<file path="src/rtl/rtc_pkg.sv">
// rtc_pkg: shared state encoding, requester indices and helpers for the RTC update scheduler
package rtc_pkg;
  localparam int REQ_CLOCK = 0;
  localparam int REQ_CALIB = 1;
  localparam int REQ_TIMER = 2;
  localparam int REQ_ALARM = 3;
  typedef logic [2:0] rtc_state_t;
  localparam rtc_state_t ST_IDLE   = 3'd0;
  localparam rtc_state_t ST_GUARD  = 3'd1;
  localparam rtc_state_t ST_ISSUE  = 3'd2;
  localparam rtc_state_t ST_ACK    = 3'd3;
  localparam rtc_state_t ST_SETTLE = 3'd4;
  function automatic logic [1:0] oh2idx(input logic [3:0] oh);
    return {oh[3] | oh[2], oh[3] | oh[1]};
  endfunction
endpackage

</file>
<file path="src/rtl/rtc_rr_arbiter.sv">
// rtc_rr_arbiter: 4-way round-robin grant, search starts at ptr_i
module rtc_rr_arbiter (
  input  logic [3:0] req_i,
  input  logic [1:0] ptr_i,
  output logic [3:0] gnt_o
);
  logic [7:0] rr, gg;
  logic [3:0] rot, low;
  // rotate so ptr_i lands on bit 0, take lowest set bit, rotate back
  always_comb begin
    rr = {req_i, req_i} >> ptr_i;
    rot = rr[3:0];
    low = rot & (~rot + 4'd1);
    gg = {low, low} << ptr_i;
    gnt_o = gg[7:4];
  end
endmodule

</file>
<file path="src/rtl/rtc_update_sched.sv">
// rtc_update_sched: serialises clock-core updates from four requesters, avoiding second rollover
// Optional guard window enabled by defining RTC_SCHED_GUARD_EN.
module rtc_update_sched
  import rtc_pkg::*;
#(
  parameter int GUARD_CYCLES  = 4,
  parameter int SETTLE_CYCLES = 2
) (
  input  logic        clk_i,
  input  logic        rstn_i,
  input  logic [3:0]  req_i,
  output logic [3:0]  ack_o,
  output logic [3:0]  upd_o,
  input  logic [15:0] sec_cnt_i,
  input  logic [15:0] calibre_i,
  output logic        busy_o
);
  localparam int CW = SETTLE_CYCLES > 1 ? $clog2(SETTLE_CYCLES + 1) : 1;
  rtc_state_t state;
  logic [1:0] ptr;
  logic [3:0] gnt_q, arb_gnt;
  logic [CW-1:0] cnt;
  logic in_guard;
`ifdef RTC_SCHED_GUARD_EN
  assign in_guard = (sec_cnt_i <= calibre_i) && ((calibre_i - sec_cnt_i) < 16'(GUARD_CYCLES));
`else
  logic unused_guard;
  assign unused_guard = ^{sec_cnt_i, calibre_i, 32'(GUARD_CYCLES)};
  assign in_guard = 1'b0;
`endif
  rtc_rr_arbiter u_arb (
    .req_i (req_i),
    .ptr_i (ptr),
    .gnt_o (arb_gnt)
  );
  assign busy_o = state != ST_IDLE;
  always_ff @(posedge clk_i or negedge rstn_i) begin
    if (!rstn_i) begin
      state <= ST_IDLE;
      ptr   <= 2'd0;
      gnt_q <= 4'd0;
      cnt   <= '0;
      upd_o <= 4'd0;
      ack_o <= 4'd0;
    end else begin
      upd_o <= 4'd0;
      ack_o <= 4'd0;
      case (state)
        ST_IDLE: if (|req_i) begin
          gnt_q <= arb_gnt;
          if (in_guard) state <= ST_GUARD;
          else begin
            state <= ST_ISSUE;
            upd_o <= arb_gnt;
            ptr   <= oh2idx(arb_gnt) + 2'd1;
          end
        end
        ST_GUARD: if (~|(req_i & gnt_q)) state <= ST_IDLE;
        else if (!in_guard) begin
          state <= ST_ISSUE;
          upd_o <= gnt_q;
          ptr   <= oh2idx(gnt_q) + 2'd1;
        end
        ST_ISSUE: begin
          state <= ST_ACK;
          ack_o <= gnt_q;
        end
        ST_ACK: begin
          state <= SETTLE_CYCLES == 0 ? ST_IDLE : ST_SETTLE;
          cnt   <= CW'(SETTLE_CYCLES);
        end
        ST_SETTLE: begin
          cnt   <= cnt == '0 ? '0 : cnt - CW'(1);
          state <= cnt <= CW'(1) ? ST_IDLE : ST_SETTLE;
        end
        default: state <= ST_IDLE;
      endcase
    end
  end
endmodule
</file>
<file path="config.mk">
export PLATFORM = sky130hd
export DESIGN_NAME = rtc_update_sched
export DESIGN_NICKNAME = d
export VERILOG_FILES = /design/src/rtl/rtc_pkg.sv /design/src/rtl/rtc_rr_arbiter.sv /design/src/rtl/rtc_update_sched.sv
export SDC_FILE = /design/constraint.sdc
export NUM_CORES = 1
export LEC_CHECK = 0
export ABC_AREA = 1
export ABC_CLOCK_PERIOD_IN_PS = 1700
export BUFFER_PORTS_ARGS = -buffer_cell sky130_fd_sc_hd__buf_2
export CAP_MARGIN = 20
export CORE_MARGIN = 1.5
export CORE_UTILIZATION = 43
export CTS_CLUSTER_DIAMETER = 40
export CTS_CLUSTER_SIZE = 24
export DETAILED_ROUTE_END_ITERATION = 6
export GPL_ROUTABILITY_DRIVEN = 0
export GPL_TIMING_DRIVEN = 0
export PLACE_DENSITY = 0.75
export SYNTH_ARGS = -nofsm -noshare
export SYNTH_HDL_FRONTEND = slang
export SYNTH_HIERARCHICAL = 1
export SYNTH_SLANG_ARGS = --single-unit
</file>
<file path="constraint.sdc">
create_clock -name clk_i -period 1.7 [get_ports clk_i]
set_clock_uncertainty 0.05 [all_clocks]
set_input_delay 0 -clock clk_i [delete_from_list [all_inputs] [get_ports clk_i]]
set_output_delay 0 -clock clk_i [all_outputs]
set_load 0.1 [all_outputs]
</file>
**Yosys cells after proc, flatten, opt, wreduce, memory -nomap -nowiden**

Cells that the tools add are included.

- Logic and storage cells: 48
- Register bits: 19

- Add/sub/neg operators: 4
- Shift-type cells: 2
- Order comparisons: 1
- Bitwise logic cells: 7
- Muxes and demuxes: 13
- Eq/ne operators: 6
- Reductions and logical operators: 9

Operator list:

| cell | number |
|---|---|
| case mux 3 bit (5 select lines) | 1 |
| 2-to-1 mux 4 bit | 3 |
| AND 4 bit | 2 |
| 2-to-1 mux 2 bit | 4 |
| case mux 2 bit (2 select lines) | 2 |
| case mux 4 bit (2 select lines) | 1 |
| OR reduction 4 bit | 2 |
| << shifter 8 x 2 -> 8 bit | 1 |
| >> shifter 8 x 2 -> 4 bit | 1 |
| equality test 3 x 2 -> 1 bit (second input constant) | 2 |
| 2-to-1 mux 3 bit | 2 |
| adder 2 x 1 -> 2 bit (second input constant) | 2 |
| adder 4 x 1 -> 4 bit (second input constant) | 1 |
| != test 2 bit (second input constant) | 2 |
| NOT 4 bit | 1 |
| OR 1 bit | 4 |
| nonzero test 2 bit | 2 |
| equality test 3 x 1 -> 1 bit (second input constant) | 1 |
| equality test 3 bit (second input constant) | 1 |
| logical NOT 3 bit | 1 |
| AND reduction 3 bit | 1 |
| nonzero test 3 bit | 1 |
| less-or-equal comparator 2 x 1 -> 1 bit (second input constant) | 1 |
| logical NOT 2 bit | 1 |
| other kinds (2) | 2 |

**Longest topological paths before layout**

Gate-level depths: netlist of run 1.

- Depth after elaboration: 9
- Depth in mapped cells: 18
- Depth with buffers taken out: 17

**Hierarchy**

Netlist of run 1, hierarchy kept.

By module, submodules not included:

| module | sequential area each (µm²) | cells each | area each (µm²) | instances |
|---|---|---|---|---|
| rtc_update_sched | 475.5 | 117 | 908.4 | 1 |
| rtc_rr_arbiter | 0.0 | 52 | 284.0 | 1 |

**Worst setup path before layout of run 1**

No wires, ideal clock.

- Kind: flip-flop to flip-flop
- Start point: reg ptr[1]
- End point: reg ptr[1]
- Buffers on the path: 1
- Slack: -28 ps
- Setup time: 116 ps
- Clock period less this slack: 1728 ps
- Arrival: 1562 ps
- Stages on the path, launching flop included: 18
- Required time: 1534 ps
- Path through: dfrtp_1 buf_6 inv_2 nand3_1 nand2_2 inv_1 nand3_1 o21ai_0 nand2_1 nand2_1 nor2_1 inv_1 nand2_1 nand2_1 nand2_1 nand2_1 nand2_1 nand2_1

- Cells in the longest elaborated chain, start to end: 9
- Elaborated cells on any way between the ends: 10
- Classes of those cells: 2 x add/sub; 2 x shift; 2 x mux; 4 x bitwise

Ends and longest elaborated chain:

| element | RTL line | text |
|---|---|---|
| start, declared | rtc_update_sched.sv:20 | `logic [1:0] ptr;` |
| start signal, assigned | rtc_update_sched.sv:55 | `ptr <= oh2idx(arb_gnt) + 2'd1;` |
| start signal, assigned | rtc_update_sched.sv:62 | `ptr <= oh2idx(gnt_q) + 2'd1;` |
| >> shifter 8 x 2 -> 4 bit | rtc_rr_arbiter.sv:11 | `rr = {req_i, req_i} >> ptr_i;` |
| NOT 4 bit | rtc_rr_arbiter.sv:13 | `low = rot & (~rot + 4'd1);` |
| adder 4 x 1 -> 4 bit | rtc_rr_arbiter.sv:13 |  |
| AND 4 bit | rtc_rr_arbiter.sv:13 |  |
| << shifter 8 x 2 -> 8 bit * | rtc_rr_arbiter.sv:14 | `gg = {low, low} << ptr_i;` |
| via arb_gnt[3] | rtc_update_sched.sv:21 | `logic [3:0] gnt_q, arb_gnt;` |
| OR 1 bit | rtc_pkg.sv:14 | `return {oh[3] \| oh[2], oh[3] \| oh[1]};` |
| adder 2 x 1 -> 2 bit * | rtc_update_sched.sv:55 |  |
| 2-to-1 mux 2 bit * | rtc_update_sched.sv:49 | `ST_IDLE: if (\|req_i) begin` |
| case mux 2 bit (2 select lines) * | rtc_update_sched.sv:48 | `case (state)` |

Mark *: on every way through the listed nets, which the timed path passes. The rest lies on a longest branch. The select of a mux whose other input is x is not followed.
A chain may end at the register's enable or synchronous reset.

**Worst setup path after layout of run 1**

- Start point: reg ptr[0]
- End point: reg ptr[1]

- Cells in the longest elaborated chain, start to end: 9
- Elaborated cells on any way between the ends: 10
- Classes of those cells: 2 x add/sub; 2 x shift; 2 x mux; 4 x bitwise

Ends and longest elaborated chain:

| element | RTL line |
|---|---|
| >> shifter 8 x 2 -> 4 bit | rtc_rr_arbiter.sv:11 |
| NOT 4 bit | rtc_rr_arbiter.sv:13 |
| adder 4 x 1 -> 4 bit | rtc_rr_arbiter.sv:13 |
| AND 4 bit | rtc_rr_arbiter.sv:13 |
| << shifter 8 x 2 -> 8 bit * | rtc_rr_arbiter.sv:14 |
| via arb_gnt[2] | rtc_update_sched.sv:21 |
| OR 1 bit * | rtc_pkg.sv:14 |
| adder 2 x 1 -> 2 bit * | rtc_update_sched.sv:55 |
| 2-to-1 mux 2 bit * | rtc_update_sched.sv:49 |
| case mux 2 bit (2 select lines) * | rtc_update_sched.sv:48 |

Marked as above.

==> results of run 1 <==
placed cells by master (no fill, tap or decap), types with 7 or more instances in the layout:
cell,count
nand2_1,41
nand2_2,19
dfrtp_1,19
inv_1,15
buf_2,14
nor2_1,12
nand3_1,11
nand3_2,11
buf_4,10
inv_2,7
worst paths after layout:
path,startpoint,depth (start not counted),slack (ps),to
max reg2reg,ptr[0],18,-170,ptr[1]
max in group asynchronous,rstn_i,2,1210,cnt[1]
min,rstn_i,2,90,gnt_q[3]
min reg2reg,cnt[0],2,470,cnt[0]
min in group clk_i,req_i[2],5,160,state[1]
max,ptr[0],18,-170,ptr[1]
stage by stage:
| step | utilization | hold slack [ps] | cells | worst slack [ps] |
|---|---|---|---|---|
| 6_report | 0.618 | 93.7 | 229 | -169 |
| 3_5_place_dp | 0.517 | -90.0 | 213 | -241 |
| 2_1_floorplan | - | -346 | 169 | 6.39 |
| 5_1_grt | 0.618 | 141 | 229 | -287 |
| 4_1_cts | 0.565 | 113 | 225 | -123 |
| 3_3_place_gp | 0.517 | -102 | 213 | -159 |
registers in the layout, summed over array words and instances, names as in the netlist:
register	cells
cnt	2
gnt_q	4
ack_o	4
upd_o	4
state	3
ptr	2
what timing repair did:
item,4_1_cts,5_1_grt
cloned,0,0
pin swaps,8,22
endpoints found under the setup margin,2,8
buffers inserted,7,4
gates resized for setup,12,30
hold buffers,1,0
endpoints found under the hold margin,19,0
critical path: cells and delay by family (launching register included):
| kind | cells | cell delay, ps |
|---|---|---|
| AND/OR/NAND/NOR | 14 | 1040 |
| flip-flops | 1 | 380 |
| buffers and inverters | 4 | 320 |
layout make-up:
cell class,instances,area (sq um)
Clock buffer,4,26.3
Timing Repair Buffer,26,170
Inverter,25,111
Tap cell,30,37.5
Fill cell,235,973
Multi-Input combinational cell,122,721
Sequential cell,19,475
Buffer,3,30.0
layer usage:
| layer | vias to the layer above | wire length, um |
|---|---|---|
| met4 | 0 | 43 |
| met2 | 33 | 1570 |
| met1 | 564 | 1320 |
| li1 | 588 | - |
| met5 | - | 0 |
| met3 | 5 | 92 |
cell families (layout without fill, tap and decap cells):
kind of cell	after synthesis	in the layout
DFF	19	19
and+or+nand+nor	106	106
AOI/OAI and AO/OA	16	16
buffers and inverters	28	58
==> metrics.csv, run 1 <==
stage,metric,value,unit
outcome,status,finished with violations,
outcome,failing checks,setup timing,
synthesis,yosys warns,6,
synthesis,Post-Syn Area,1190,sq um
global_route,initial antenna violation count,0,
timing,Worst Max-Slew Pin Slew,489,ps
clock_network,clk_lat worst skew,300,ps
synthesis,mux share of post-synthesis cell area,0,
placed_design,hpwl dp,1.95,mm
synthesis,Synth Net Count,207,
global_route,largest net degree at the start of global routing,20,
global_route,global-route layer with the greatest usage,met2,
synthesis,Yosys reg bits,19,
hold_path,Hold WC Path Type,primary input to asynchronous set/reset pin,
die,Core Area,2540,sq um
critical_path,CP Class,register to register,
timing,Max Fclk,0.535,GHz
critical_path,Critical Path AT,2020,ps
timing,final hold vios,0,
global_route,"Remaining Overflow, GRT",0,
timing,fin crit period,1870,ps
route,vias per cell,5.20,
synthesis,"count leader, synth",nand2_1,
die,Chip Height,55.7,um
clock_network,H-tree Lvls,1,
global_route,met2 Resource Use GR,0.337,
timing,setup_tns,-474,ps
timing,worst relative slew slack,0.676,
critical_path,crit start category,register,
critical_path,cell mode on critical path,nand2_1,
clock_network,clock transition at the registers of the reported paths,100,ps
route,Detailed Route Iter0 Violations,58,
placed_design,port bufs,14,
synthesis,post-synthesis simple-gate area fraction,0.411,
route,Routed Antenna Nets,0,
route,Pre-Repair DR Iteration Count,4,
synthesis,Synth Area in Compound Gates,0.0797,
clock_network,CTS Buf Count,3,
synthesis,XOR/XNOR Fraction of Synth Area,0,
synthesis,"Avg Cell Area, Syn",7.06,sq um
clock_network,CTS sink count,19,
timing,fin crit share,1.10,
critical_path,Worst setup EP type,register,
timing,RSZ-0062 raised after global routing,yes,
die,I/O pins,47,
synthesis,prevailing post-synth register cell,dfrtp_1,
critical_path,sequence of cells on the critical path,buf_6 > inv_8 > nand2_2 > nand3_1 > nand2_1 > inv_1 > nand3_2 > nand2_1 > nand3_2 > nand2_2 > nor2_4 > inv_1 > nand2_1 > nand2_1 > nand2_1 > nand2_1 > nand2_1 > nand2_1,
synthesis,number of flops mapped to enable cells by yosys,0,
synthesis,top cell type's share of synthesized area,0.399,
route,Via Count,1190,
timing,post-route setup slack,-169,ps
finish,diode count,0,
synthesis,dominant cell type by area after synthesis,dfrtp_1,
placed_design,Post-Place Cell Area,1320,sq um
finish,share of layout cells above drive strength 1,0.452,
critical_path,Worst EP required,1850,ps
synthesis,sequential element share of the synthesized area,0.399,
critical_path,CP max FO,6,
timing,Final Setup Violations,5,
die,Starting Density,0.469,
clock_network,Max Buffers Root-to-Sink,2,
synthesis,Cells after Synth,169,
finish,final instance area,1570,sq um
synthesis,"FFs w/ async S/R, synth",1.00,
die,Cell Rows,18,
route,drt drc,0,
route,routed len/inst,13.2,um
global_route,met3 Use GR,0.0233,
synthesis,largest family of logic cells by synthesized area,simple AND/OR/NAND/NOR gates,
synthesis,Commonest cells post-synth,"nand2_1 (58), dfrtp_1 (19), inv_1 (19)",
synthesis,post-synthesis cell type count,21,
synthesis,dominant cells by area after synthesis,"dfrtp_1 (40%), nand2_1 (18%), nand3_1 (7.6%)",
global_route,grt met1 use,0.246,
synthesis,Synth Area in Adders,0,
critical_path,slowest CP cell,dfrtp_1,
clock_network,Clk Tree Root Cell,clkbuf_4,
route,WL final,3.03,mm
global_route,global-route wire length before repair,4.95,mm
finish,area delta synth->final,31.8,%
finish,nets,238,
die,Die Wd,55.7,um
global_route,number of global-route vias before repair,1169,
clock_network,CTS tree,yes,
job,number of max-cap violations,0,
critical_path,"slowest stage delay, CP",380,ps
timing,max-slew violations,0,
die,die area,3100,sq um
global_route,global-route total usage across every layer,0.195,
Power of run 1 is not shown: default switching activity piles up to over one toggle a cycle in this logic, so the estimate is an artifact.
==> inputs of run 2 (changes only) <==
--- a/config.mk
+++ b/config.mk
@@ -8,15 +8,14 @@
 export ABC_AREA = 1
 export ABC_CLOCK_PERIOD_IN_PS = 1700
 export BUFFER_PORTS_ARGS = -buffer_cell sky130_fd_sc_hd__buf_2
-export CAP_MARGIN = 20
-export CORE_MARGIN = 1.5
+export CORE_MARGIN = 2
 export CORE_UTILIZATION = 43
 export CTS_CLUSTER_DIAMETER = 40
 export CTS_CLUSTER_SIZE = 24
 export DETAILED_ROUTE_END_ITERATION = 6
 export GPL_ROUTABILITY_DRIVEN = 0
 export GPL_TIMING_DRIVEN = 0
-export PLACE_DENSITY = 0.75
+export PLACE_DENSITY_LB_ADDON = 0.08
 export SYNTH_ARGS = -nofsm -noshare
 export SYNTH_HDL_FRONTEND = slang
 export SYNTH_HIERARCHICAL = 1
==> run 2 against run 1 <==
  * The run still ends with setup timing left
  * First-iteration DRC count down 14%
  * Clock-buffer cell count down 1
  * Worst hold slack better by 17 ps
  * Utilization down 5.9 points
==> metrics.csv, run 2 (synthesis gave the netlist of run 1 again) <==
stage,metric,value,unit,change
placed_design,hpwl dp,1.89,mm,was 1.95 mm
global_route,initial antenna violation count,0,,unchanged
critical_path,slowest CP cell,dfrtp_1,,unchanged
route,Via Count,1122,,"was 1,190"
critical_path,crit-path leading delay family,simple AND/OR/NAND/NOR gates,,unchanged
die,Cell Rows,19,,was 18
global_route,number of global-route vias before repair,1114,,"was 1,169"
route,Detailed Route Iter0 Violations,50,,was 58
route,routed len/inst,11.8,um,was 13.2 um
timing,Worst Max-Slew Pin Slew,491,ps,was 489 ps
critical_path,Worst setup EP type,register,,unchanged
finish,area delta synth->final,25.9,%,was 31.8%
global_route,"Remaining Overflow, GRT",0,,unchanged
finish,Top Registers,"ack_o: 4 flops, gnt_q: 4 flops, upd_o: 4 flops",,unchanged
global_route,largest net degree at the start of global routing,20,,unchanged
placed_design,placed instance count,214,,was 213
finish,diode count,0,,unchanged
timing,fin crit share,1.09,,was 1.10
critical_path,"slowest stage delay, CP",400,ps,was 380 ps
die,die area,3210,sq um,was 3100 sq um
global_route,global-route wire length before repair,4.69,mm,was 4.95 mm
route,Pre-Repair DR Iteration Count,4,,unchanged
die,I/O pins,47,,unchanged
clock_network,clk_lat worst skew,300,ps,about the same
clock_network,H-tree Lvls,1,,unchanged
timing,post-route setup slack,-148,ps,was -169 ps
critical_path,Bufs and invs on worst path,3,,was 4
critical_path,CP Class,register to register,,unchanged
timing,final hold vios,0,,unchanged
clock_network,clock transition at the registers of the reported paths,110,ps,was 100 ps
placed_design,port bufs,14,,unchanged
finish,nets,234,,was 238
clock_network,Max Buffers Root-to-Sink,2,,unchanged
finish,share of layout cells above drive strength 1,0.405,,was 0.452
finish,fin cells,226,,was 229
outcome,status,finished with violations,,unchanged
die,Core Area,2690,sq um,was 2540 sq um
job,number of max-cap violations,0,,unchanged
placed_design,pre-CTS setup slack,-217,ps,was -241 ps
die,Starting Density,0.444,,was 0.469
timing,Final Setup Violations,4,,was 5
die,Chip Height,56.7,um,was 55.7 um
timing,max-slew violations,0,,unchanged
global_route,global-route total usage across every layer,0.186,,was 0.195
route,WL final,2.66,mm,was 3.03 mm
timing,worst relative slew slack,0.675,,was 0.676
finish,final core utilization,0.559,,was 0.618
critical_path,cell mode on critical path,nand2_2,,was nand2_1
critical_path,sequence of cells on the critical path,buf_6 > inv_8 > nand2_4 > nand2_2 > nand2_2 > nand2_2 > nand2_2 > o21ai_2 > nand3_1 > nand2_2 > nor2_4 > inv_1 > nand2_1 > nand2_2 > nand2_1 > nand2_1 > nand2_1 > nand2_1,,was buf_6 > inv_8 > nand2_2 > nand3_1 > nand2_1 > inv_1 > nand3_2 > nand2_1 > nand3_2 > nand2_2 > nor2_4 > inv_1 > nand2_1 > nand2_1 > nand2_1 > nand2_1 > nand2_1 > nand2_1
finish,"commonest non-fill, non-tap cell in the layout",nand2_1,,unchanged
clock_network,Clk Tree Root Cell,clkbuf_4,,unchanged
timing,fin crit period,1850,ps,was 1870 ps
critical_path,CP max FO,6,,unchanged
route,vias per cell,4.96,,was 5.20
timing,RSZ-0062 raised after global routing,yes,,unchanged
clock_network,CTS tree,yes,,unchanged
route,Routed Antenna Nets,0,,unchanged
critical_path,Worst EP required,1890,ps,was 1850 ps
hold_path,Hold WC Path Type,primary input to asynchronous set/reset pin,,unchanged
critical_path,Critical Path AT,2040,ps,was 2020 ps
outcome,failing checks,setup timing,,unchanged
die,Die Wd,56.7,um,was 55.7 um
timing,Max Fclk,0.541,GHz,was 0.535 GHz
clock_network,CTS Buf Count,3,,unchanged
critical_path,crit start category,register,,unchanged
finish,most frequent cells in the layout,"nand2_1 (43), dfrtp_1 (19), nand2_2 (18)",,"was nand2_1 (41), nand2_2 (19), dfrtp_1 (19)"
timing,setup_tns,-432,ps,was -474 ps
clock_network,CTS sink count,19,,unchanged
route,drt drc,0,,unchanged
==> run 2: cell types whose count changed in the layout (fill, tap and decap cells not counted), sizes merged <==
cell,change
clkinv,+1
buf,-4
clkbuf,-1
==> run 2: what timing repair did <==
item                                   4_1_cts  5_1_grt
setup endpoints to repair                    2        8
hold buffers                                 1        0
endpoints found under the hold margin       19        0
pin swaps                                    8       11
setup buffers                                5        2
gates resized for setup                     18       12
==> run 2: per-stage QoR <==
| stage | hold WS (ps) | instance area (sq um) |
|---|---|---|
| finish | 110 | 1500 |
| global route | 157 | 1500 |
| CTS | 119 | 1450 |
| detailed placement | -88.0 | 1320 |
| global placement | -98.1 | 1320 |
| floorplan | -346 | 1210 |
==> run 2: area by class of cell <==
class | instances | area (sq um)
flip-flops and latches | 19 | 475
well taps | 31 | 38.8
fillers | 257 | 1180
multi-input cells | 122 | 688
plain buffers | 3 | 30.0
inverters | 25 | 109
clock buffers | 3 | 22.5
repair buffers | 22 | 133
clock inverters | 1 | 5.00
==> run 2: path summary, 6_finish.rpt <==
path	start	end	slack, ps	cells past startpoint
worst max-delay path	ptr[0]	ptr[1]	-150	18
worst min-delay path	rstn_i	upd_o[3]	110	2
worst max register to register	ptr[0]	ptr[1]	-150	18
worst min register to register	cnt[0]	cnt[0]	470	2
max in group asynchronous	rstn_i	ack_o[3]	1190	2
min in group clk_i	req_i[2]	state[1]	150	5
==> run 2: routing by layer <==
| layer | vias up | track usage | wire [um] |
|---|---|---|---|
| met1 | 520 | 0.248 | 1190 |
| li1 | 580 | - | - |
| met2 | 18 | 0.307 | 1370 |
| met5 | - | 0 | 0 |
| met3 | 4 | 0.0138 | 56 |
| met4 | 0 | 0.0816 | 34 |
Power of run 2 is left out for the same reason.
